==> config.mk <==
export PLATFORM = sky130hd
export DESIGN_NAME = guess_judge_flat
export DESIGN_NICKNAME = d
export VERILOG_FILES = /design/src/rtl/guess_pkg.sv /design/src/rtl/guess_judge_if.sv /design/src/rtl/guess_code_rom.sv /design/src/rtl/guess_judge.sv /design/src/flat_wrapper.sv
export SDC_FILE = /design/constraint.sdc
export NUM_CORES = 1
export LEC_CHECK = 0
export ABC_AREA = 1
export CAP_MARGIN = 0
export CORE_MARGIN = 5
export CORE_UTILIZATION = 55
export DETAILED_ROUTE_END_ITERATION = 6
export PLACE_DENSITY = 0.72
export SYNTH_ARGS = -nofsm -noshare
export SYNTH_HDL_FRONTEND = slang
export SYNTH_HIERARCHICAL = 1
export SYNTH_SLANG_ARGS = --single-unit
==> constraint.sdc <==
create_clock -name clk -period 2.3 [get_ports clk]
set_input_delay 0.23 -clock clk [delete_from_list [all_inputs] [get_ports clk]]
set_output_delay 0.23 -clock clk [all_outputs]
set_load 0.05 [all_outputs]
==> src/rtl/guess_pkg.sv <==
// ============================================================================
// Module : guess_pkg
// Desc   : Shared FSM states, key codes and code table for the guess judge.
// Rev    : 1.0
// ============================================================================
`default_nettype none

package guess_pkg;

    typedef enum logic [1:0] {
        ST_ENTRY = 2'd0,
        ST_JUDGE = 2'd1,
        ST_SHOW  = 2'd2,
        ST_WIN   = 2'd3
    } state_t;

    localparam logic [3:0] KEY_CLR = 4'd12;
    localparam logic [3:0] KEY_ENT = 4'd14;
    localparam logic [3:0] KEY_NEW = 4'd15;

    // Every entry has four pairwise-distinct BCD digits.
    function automatic logic [15:0] code_table(input logic [3:0] idx);
        logic [15:0] code;
        case (idx)
            4'd0:    code = 16'h1234;
            4'd1:    code = 16'h5678;
            4'd2:    code = 16'h9012;
            4'd3:    code = 16'h3456;
            4'd4:    code = 16'h7890;
            4'd5:    code = 16'h2468;
            4'd6:    code = 16'h1357;
            4'd7:    code = 16'h8024;
            4'd8:    code = 16'h6193;
            4'd9:    code = 16'h4705;
            4'd10:   code = 16'h2951;
            4'd11:   code = 16'h7386;
            4'd12:   code = 16'h5120;
            4'd13:   code = 16'h9437;
            4'd14:   code = 16'h3608;
            default: code = 16'h8271;
        endcase
        return code;
    endfunction

endpackage

`default_nettype wire

==> src/rtl/guess_judge_if.sv <==
// ============================================================================
// Module : guess_judge_if
// Desc   : Keypad input and judged-result bundle for guess_judge.
// Rev    : 1.0
// ============================================================================
`default_nettype none

interface guess_judge_if;
    logic       key_valid;
    logic [3:0] keypadBuf;
    logic [2:0] r_a;
    logic [2:0] r_b;
    logic       show;
    logic       win;
    logic [2:0] entry_cnt;
    logic [3:0] tries;

    modport master (
        output key_valid, keypadBuf,
        input  r_a, r_b, show, win, entry_cnt, tries
    );

    modport slave (
        input  key_valid, keypadBuf,
        output r_a, r_b, show, win, entry_cnt, tries
    );
endinterface

`default_nettype wire

==> src/rtl/guess_code_rom.sv <==
// ============================================================================
// Module : guess_code_rom
// Desc   : Free-running 4-bit counter indexing the secret-code table.
// Rev    : 1.0
// ============================================================================
`default_nettype none

module guess_code_rom
    import guess_pkg::*;
(
    input  wire logic        clk,
    input  wire logic        rst,
    output logic [15:0]      o_code
);

    logic [3:0] r_cnt;

    always_ff @(posedge clk or posedge rst) begin
        if (rst) r_cnt <= 4'd0;
        else     r_cnt <= r_cnt + 4'd1;
    end

    assign o_code = code_table(r_cnt);

endmodule

`default_nettype wire

==> src/rtl/guess_judge.sv <==
// ============================================================================
// Module : guess_judge
// Desc   : Four-digit bulls-and-cows judge; GUESS_RANDOM_EN picks secrets from
//          a table on each new game.
// Rev    : 1.0
// ============================================================================
`default_nettype none

module guess_judge
    import guess_pkg::*;
#(
    parameter logic [15:0] SECRET = 16'h1234
) (
    input  wire logic       clk,
    input  wire logic       rst,
    guess_judge_if.slave    bus
);

    state_t      r_state, w_next;
    logic [15:0] r_guess, r_secret, w_reload;
    logic [2:0]  r_entry_cnt, r_res_a, r_res_b, r_acc_a, r_acc_b, r_idx;
    logic [3:0]  r_tries, w_key, w_gdig;
    logic        w_is_digit, w_new, w_clr, w_ent, w_dup, w_room, w_full;
    logic        w_judge_done, w_hit_a, w_hit_b;

`ifdef GUESS_RANDOM_EN
    guess_code_rom u_code_rom (
        .clk    (clk),
        .rst    (rst),
        .o_code (w_reload)
    );
`else
    assign w_reload = SECRET;
`endif

    assign w_key        = bus.keypadBuf;
    assign w_is_digit   = bus.key_valid && (w_key <= 4'd9);
    assign w_new        = bus.key_valid && (w_key == KEY_NEW);
    assign w_clr        = bus.key_valid && (w_key == KEY_CLR);
    assign w_ent        = bus.key_valid && (w_key == KEY_ENT);
    assign w_full       = (r_entry_cnt == 3'd4);
    assign w_room       = !w_full;
    assign w_judge_done = (r_idx == 3'd4);

    // Only the entered positions (0..entry_cnt-1) take part in the duplicate test.
    always_comb begin
        w_dup = 1'b0;
        for (int k = 0; k < 4; k++) begin
            if ((r_entry_cnt > k[2:0]) && (r_guess[k*4 +: 4] == w_key))
                w_dup = 1'b1;
        end
    end

    assign w_gdig  = r_guess[{r_idx[1:0], 2'b00} +: 4];
    assign w_hit_a = (w_gdig == r_secret[{r_idx[1:0], 2'b00} +: 4]);

    always_comb begin
        w_hit_b = 1'b0;
        for (int j = 0; j < 4; j++) begin
            if ((j[1:0] != r_idx[1:0]) && (r_secret[j*4 +: 4] == w_gdig))
                w_hit_b = !w_hit_a;
        end
    end

    always_ff @(posedge clk or posedge rst) begin
        if (rst) r_state <= ST_ENTRY;
        else     r_state <= w_next;
    end

    always_comb begin
        w_next = r_state;
        if (w_new) begin
            w_next = ST_ENTRY;
        end else begin
            case (r_state)
                ST_ENTRY: if (w_ent && w_full) w_next = ST_JUDGE;
                ST_JUDGE: if (w_judge_done)
                              w_next = (r_acc_a == 3'd4) ? ST_WIN : ST_SHOW;
                ST_SHOW:  if (w_is_digit || w_clr) w_next = ST_ENTRY;
                default:  w_next = r_state;
            endcase
        end
    end

    always_ff @(posedge clk or posedge rst) begin
        if (rst) begin
            r_guess     <= 16'h0000;
            r_secret    <= SECRET;
            r_entry_cnt <= 3'd0;
            r_res_a     <= 3'd0;
            r_res_b     <= 3'd0;
            r_acc_a     <= 3'd0;
            r_acc_b     <= 3'd0;
            r_idx       <= 3'd0;
            r_tries     <= 4'd0;
        end else if (w_new) begin
            r_guess     <= 16'h0000;
            r_secret    <= w_reload;
            r_entry_cnt <= 3'd0;
            r_res_a     <= 3'd0;
            r_res_b     <= 3'd0;
            r_acc_a     <= 3'd0;
            r_acc_b     <= 3'd0;
            r_idx       <= 3'd0;
            r_tries     <= 4'd0;
        end else begin
            case (r_state)
                ST_ENTRY: begin
                    if (w_is_digit && w_room && !w_dup) begin
                        r_guess     <= {r_guess[11:0], w_key};
                        r_entry_cnt <= r_entry_cnt + 3'd1;
                    end else if (w_clr) begin
                        r_guess     <= 16'h0000;
                        r_entry_cnt <= 3'd0;
                    end else if (w_ent && w_full) begin
                        r_idx   <= 3'd0;
                        r_acc_a <= 3'd0;
                        r_acc_b <= 3'd0;
                    end
                end
                ST_JUDGE: begin
                    if (!w_judge_done) begin
                        if (w_hit_a) r_acc_a <= r_acc_a + 3'd1;
                        if (w_hit_b) r_acc_b <= r_acc_b + 3'd1;
                        r_idx <= r_idx + 3'd1;
                    end else begin
                        r_res_a     <= r_acc_a;
                        r_res_b     <= r_acc_b;
                        r_entry_cnt <= 3'd0;
                        if (r_tries != 4'd15) r_tries <= r_tries + 4'd1;
                    end
                end
                ST_SHOW: begin
                    if (w_is_digit) begin
                        r_guess     <= {12'h000, w_key};
                        r_entry_cnt <= 3'd1;
                    end else if (w_clr) begin
                        r_guess     <= 16'h0000;
                        r_entry_cnt <= 3'd0;
                    end
                end
                default: ;
            endcase
        end
    end

    assign bus.r_a       = r_res_a;
    assign bus.r_b       = r_res_b;
    assign bus.show      = (r_state == ST_SHOW) || (r_state == ST_WIN);
    assign bus.win       = (r_state == ST_WIN);
    assign bus.entry_cnt = r_entry_cnt;
    assign bus.tries     = r_tries;

endmodule

`default_nettype wire
==> src/flat_wrapper.sv <==
// flat-port wrapper written by rule: the top's interface ports become plain ports
module guess_judge_flat import guess_pkg::*;
#(
    parameter logic [15:0] SECRET = 16'h1234
)
  (clk, rst, bus_key_valid, bus_keypadBuf, bus_r_a, bus_r_b, bus_show, bus_win, bus_entry_cnt, bus_tries);
  guess_judge_if bus_i ();
  input  wire logic clk;
  input  wire logic rst;
  input wire logic [$bits(bus_i.key_valid)-1:0] bus_key_valid;
  input wire logic [$bits(bus_i.keypadBuf)-1:0] bus_keypadBuf;
  output wire logic [$bits(bus_i.r_a)-1:0] bus_r_a;
  output wire logic [$bits(bus_i.r_b)-1:0] bus_r_b;
  output wire logic [$bits(bus_i.show)-1:0] bus_show;
  output wire logic [$bits(bus_i.win)-1:0] bus_win;
  output wire logic [$bits(bus_i.entry_cnt)-1:0] bus_entry_cnt;
  output wire logic [$bits(bus_i.tries)-1:0] bus_tries;
  assign bus_i.key_valid = bus_key_valid;
  assign bus_i.keypadBuf = bus_keypadBuf;
  assign bus_r_a = bus_i.r_a;
  assign bus_r_b = bus_i.r_b;
  assign bus_show = bus_i.show;
  assign bus_win = bus_i.win;
  assign bus_entry_cnt = bus_i.entry_cnt;
  assign bus_tries = bus_i.tries;
  guess_judge #(.SECRET(SECRET)) u_core (.clk(clk), .rst(rst), .bus(bus_i));
endmodule
# == Yosys cells after proc, flatten, opt, wreduce, memory -nomap -nowiden ==
# Index checks and enable logic that the tools add are counted.
# op_classes
addsub,5
order_cmp,5
eq_ne,30
shift,2
mux,49
reduce_logical,35
# op_table
cell,count
$mux W3,22
$mux W16,4
$pmux W16 S2,1
$eq A4 B4 Y1,5
$pmux W3 S2,3
$mux W4,4
$shiftx A16 B5 Y4,1
$shiftx A16 B5 Y4 const A,1
$logic_and A1 B1 Y1,15
$ne A3 B1 Y1 const B,5
$add A3 B1 Y3 const B,4
$eq A4 B4 Y1 const B,3
$reduce_and A6 Y1,2
$eq A3 B3 Y1 const B,3
$mux W1,9
$ne A3 B2 Y1 const B,3
$pmux W3 S3,1
$eq A2 B4 Y1 const A,2
$mux W2,4
$reduce_bool A2 Y1,4
$gt A3 B1 Y1 const B,2
$gt A3 B2 Y1 const B,2
$pmux W2 S3,1
$reduce_bool A3 Y1,2
17 further kinds,23
# word_totals
regBits,40
input_bits,7
output_inout_bits,15
wordCells,135

# == Depth between registers and ports, before layout ==
# logic_depth
word_depth,11
mapped_depth,15
depth_no_buf,14

# == Least setup slack after synthesis ==
# OpenSTA, ideal clock, no wires.
# synth_path
kind,register -> register
start,register u_core.r_entry_cnt[0] (netlist: u_core/bus.entry_cnt[0])
end,register u_core.r_guess[3]
setup_ps,65
t_arrival_ps,1959
path_slack_ps,276
path_stages_with_launch,15
path_buffers,1
synth_period_minus_slack_ps,2024
cell_sequence,dfrtp_1 > inv_1 > ha_1 > nand2_1 > nand2_1 > nor2_1 > nand3_2 > nand2_1 > nor2_4 > nand3_4 > nand3_2 > nand2_4 > buf_6 > nand2_1 > nand2_1
# synth_via
elab_chain_len,11
word_cells_on_any_way,20
classes_between,order compare (4); eq/ne (1); mux (7); reduce/logical (8)
# synth_lines
element,line,source
"start, declared",guess_judge.sv:21,"logic [2:0] r_entry_cnt, r_res_a, r_res_b, r_acc_a, r_acc_b, r_idx;"
"start signal, assigned",guess_judge.sv:111,r_entry_cnt <= r_entry_cnt + 3'd1;
$gt A3 B1 Y1,guess_judge.sv:49,if ((r_entry_cnt > k[2:0]) && (r_guess[k*4 +: 4] == w_key))
$logic_and A1 B1 Y1,guess_judge.sv:49,
$mux W1 (4 in series),guess_judge.sv:49,
$logic_not A1 Y1,guess_judge.sv:109,if (w_is_digit && w_room && !w_dup) begin
$logic_and A1 B1 Y1 *,guess_judge.sv:109,
$mux W16 *,guess_judge.sv:109,
$pmux W16 S2 *,guess_judge.sv:107,case (r_state)
$mux W16 *,guess_judge.sv:96,end else if (w_new) begin
"end signal, assigned",guess_judge.sv:110,"r_guess <= {r_guess[11:0], w_key};"
"end signal, assigned",guess_judge.sv:135,"r_guess <= {12'h000, w_key};"
"end, declared",guess_judge.sv:20,"logic [15:0] r_guess, r_secret, w_reload;"
# Mark *: on every way between the ends. The rest lies on a longest branch, timed or not.
# A chain may end at the register's enable or synchronous reset.

# == Final worst setup path ==
# layout_path
start,register u_core.r_state[0]
end,output port bus_show
# layout_via
elab_chain_len,2
word_cells_on_any_way,3
classes_between,eq/ne (2); reduce/logical (1)
# layout_lines
element,line,source
"start, declared",guess_judge.sv:19,"state_t r_state, w_next;"
"start signal, assigned",guess_judge.sv:67,else r_state <= w_next;
$eq A2 B2 Y1,guess_judge.sv:149,assign bus.show = (r_state == ST_SHOW) || (r_state == ST_WIN);
$logic_or A1 B1 Y1 *,guess_judge.sv:149,
"end, declared",flat_wrapper.sv:14,output wire logic [$bits(bus_i.show)-1:0] bus_show;
# Marks and branches as above.

==> impl_results.md <==
* Outcome: finished clean
* Post-synth EDFFs at 0
* Final setup vio count at 0
* CTS tree: built
* Non-Filler Instances at 521
* CTS sink cnt at 40
* Fin crit period at around 2.1 ns
* Total of max-cap violations at 0
* Syn_nets at between 400 and 500
* Area contributors post-synth: dfrtp_1 (34%), nand2_1 (20%), nand3_1 (8.6%)
* Final Slew Violations at 0
* Element type at the critical path start: register
* IR drop worst, VDD at about 0.6 mV
* Count leader, synth: nand2_1
* Initial antenna violation count at 0
* Commonest cells in the netlist: nand2_1 (158), nand3_1 (51), dfrtp_1 (40), inv_1 (40), nor2_1 (31)
* Ys flop type: dfrtp_1
* Share of the synthesized area in the top cell type at between 30% and 40%
* Core Region at a little over 5000 um^2
* Synth warnings at 6
* Die area at between 6000 and 7000 um^2
* Skew final at between 0.008 and 0.009 ns
* Largest net degree at the start of global routing at between 40 and 50
* Fin crit share at 89.4%
* Final Cell Area at 3340 um^2
* Total gr overflow at 0
* Yosys reg bits at 40
* Hold_buf cts at 0
* Worst Setup End Kind: output pin
* Worst Hold Class: input port to async pin
* Area growth from synthesis to layout at 12.8%
* Number of routed nets with antenna violations at 0
* Initial Utilization at 57.2%
* Delay-heaviest family, CP: buffers and inverters
* Antenna diodes at 0
* Vias post-DR at between 2,000 and 3,000
* Mapped cell area at roughly 3000 um^2
* Crit path DAT at 1.83 ns
* Global-route wire length before repair at roughly 12,000 um
* Worst-path clk slew at about 0.090 ns
* RD Place Congestion at 0.868
* Vias in the first global route at approximately 2,500
* Postcts setup bufs at 0
* Ports at 22
* Post-DP HPWL at a little over 5000 um
* Seq/Total Area, Yosys at roughly a third
* Vias/cell at a little over 5
* Fraction of layout instances using a drive strength above 1 at between 10% and 20%
* Cell taking the most area after synthesis: dfrtp_1
* Htree depth at 2
* Placed cell areas at 3220 um^2
* Port Buffer Count at 21
* Req. time, crit path at approximately 2.1 ns
* Die width at 83.4 um
* Max stage delay cell, worst path: dlygate4sd2_1
* Pwr dens at 1220 nW/um^2
* Worst-path maximum fanout at 8
* Max-slew headroom at around two thirds
* Avg Inst Size Synth at 6.96 um^2
* Root buf cell: clkbuf_8
* Total CTS buffers at 5
* Row cnt at 26
* Final wirelength at a little under 7000 um
* CP Cell Sequence: inv_1, ha_1, or2_2, dlygate4sd2_1
* Setup_tns at 0 ns
* Final Hold Viols at 0
* Clk_lat worst skew at approximately 0.30 ns
* Residual DRC at 0
* CTS max path bufs at 2
* Syn Inst Count at 425
* Critical path type: register to output pin
* Worst slew pin tran at just over 0.5 ns
* Die Y at about 83 um
* Leakage power at 1.79 nW
* Utilization after layout at between 60% and 70%
* Max Fclk at just under 500 MHz
* Distinct cells, synth at 35
* Post-synth ARST share at 100%
* Crit path largest cell delay at about 0.42 ns
* Gr usage total at 20.5%
* RSZ-0062 raised after global routing: no
* Initial DRT Pass Iterations at 4
* Nets at 474
* CP Buf/Inv Count at 2
* Post-placement cell count at 513
* Wire per inst at 13.3 um
* Initial DRC count at 190
worst min-delay path, delay by kind of cell:
family,cells,cell delay [ns]
buffers and inverters,3,0.88
power breakdown:
part | switching [mW] | total [mW] | leakage (nW) | internal, mW
Combinational | 1.54 | 2.32 | 1.19 | 0.774
Sequential | 0.252 | 1.15 | 0.540 | 0.899
Clock | 0.272 | 0.599 | 0.0548 | 0.327
repair_timing:
action	in CTS	in global routing
setup endpoints to repair	1	0
hold endpoints to repair	0	0
resized for setup	1	0
through the flow:
stage          worst slack (ns)  power (mW)  hold WS (ns)
6_report                  0.244        4.06         0.359
5_1_grt                  0.0613        4.42         0.418
4_1_cts                   0.232        4.07         0.373
3_5_place_dp             0.0983        3.47         0.463
3_3_place_gp              0.116        3.43         0.457
2_1_floorplan             0.276        2.94         0.448
layout make-up:
type	count	area, um^2
clock inverters	3	46.3
repair buffers	30	277
fillers	462	1830
clock buffers	5	68.8
flip-flops and latches	40	1000
inverters	50	188
multi-input cells	323	1670
well taps	70	87.6
final timing paths:
path                                         from                 to  slack, ns  depth (start not counted)
worst max-delay path            u_core/r_state[0]           bus_show       0.24                          4
worst min-delay path                          rst  u_core/r_guess[6]       0.36                          3
worst max register to register    u_core/r_idx[0]    u_core/r_idx[2]       0.28                          9
worst min register to register  u_core/bus.r_b[1]  u_core/bus.r_b[1]       0.48                          2
max in group asynchronous                     rst  u_core/bus.r_b[1]       1.58                          3
min in group clk                u_core/bus.r_b[1]  u_core/bus.r_b[1]       0.48                          2
placed cells by master (no fill, tap or decap), types with 2 or more instances in the layout:
cell type          n
nand2_2            5
a31oi_1            2
o21ai_1            3
nor2_1            31
a32oi_1            2
buf_4              9
dfrtp_1           40
nand2_4            2
clkbuf_8           5
nor4_1             2
nand2_1          158
nand4_1            4
nor2_2             5
inv_1             40
nand3_1           51
nand3_2            4
inv_2             10
o211ai_1           2
xnor2_1            2
clkdlybuf4s50_1   20
nor2_4             3
ha_1              17
o21ai_0           10
xor2_1             7
a21oi_1            4
nand3_4            2
layer usage:
metal | track usage [%] | routed length [um]
met5 | 0 | 0
met4 | 5.50 | 38
met3 | 3.76 | 394
met2 | 32.3 | 3070
met1 | 29.0 | 3420
logic make-up after synthesis:
group	Yosys count	synth area share [%]
and+or+nand+nor	271	41.3
buffers and inverters	62	9.72
DFF	40	33.8
AOI/OAI and AO/OA	26	5.33
adders and majority gates	17	7.19
xor gates and xnor gates	9	2.66
state kept, by name, indices dropped and copies added, names as in the netlist:
register / cells
u_core/r_guess: 16
u_core/bus.tries: 4
u_core/bus.entry_cnt: 3
u_core/bus.r_a: 3
u_core/bus.r_b: 3
u_core/r_acc_a: 3
u_core/r_acc_b: 3
u_core/r_idx: 3
u_core/r_state: 2
(Power assumes the default switching activity.)
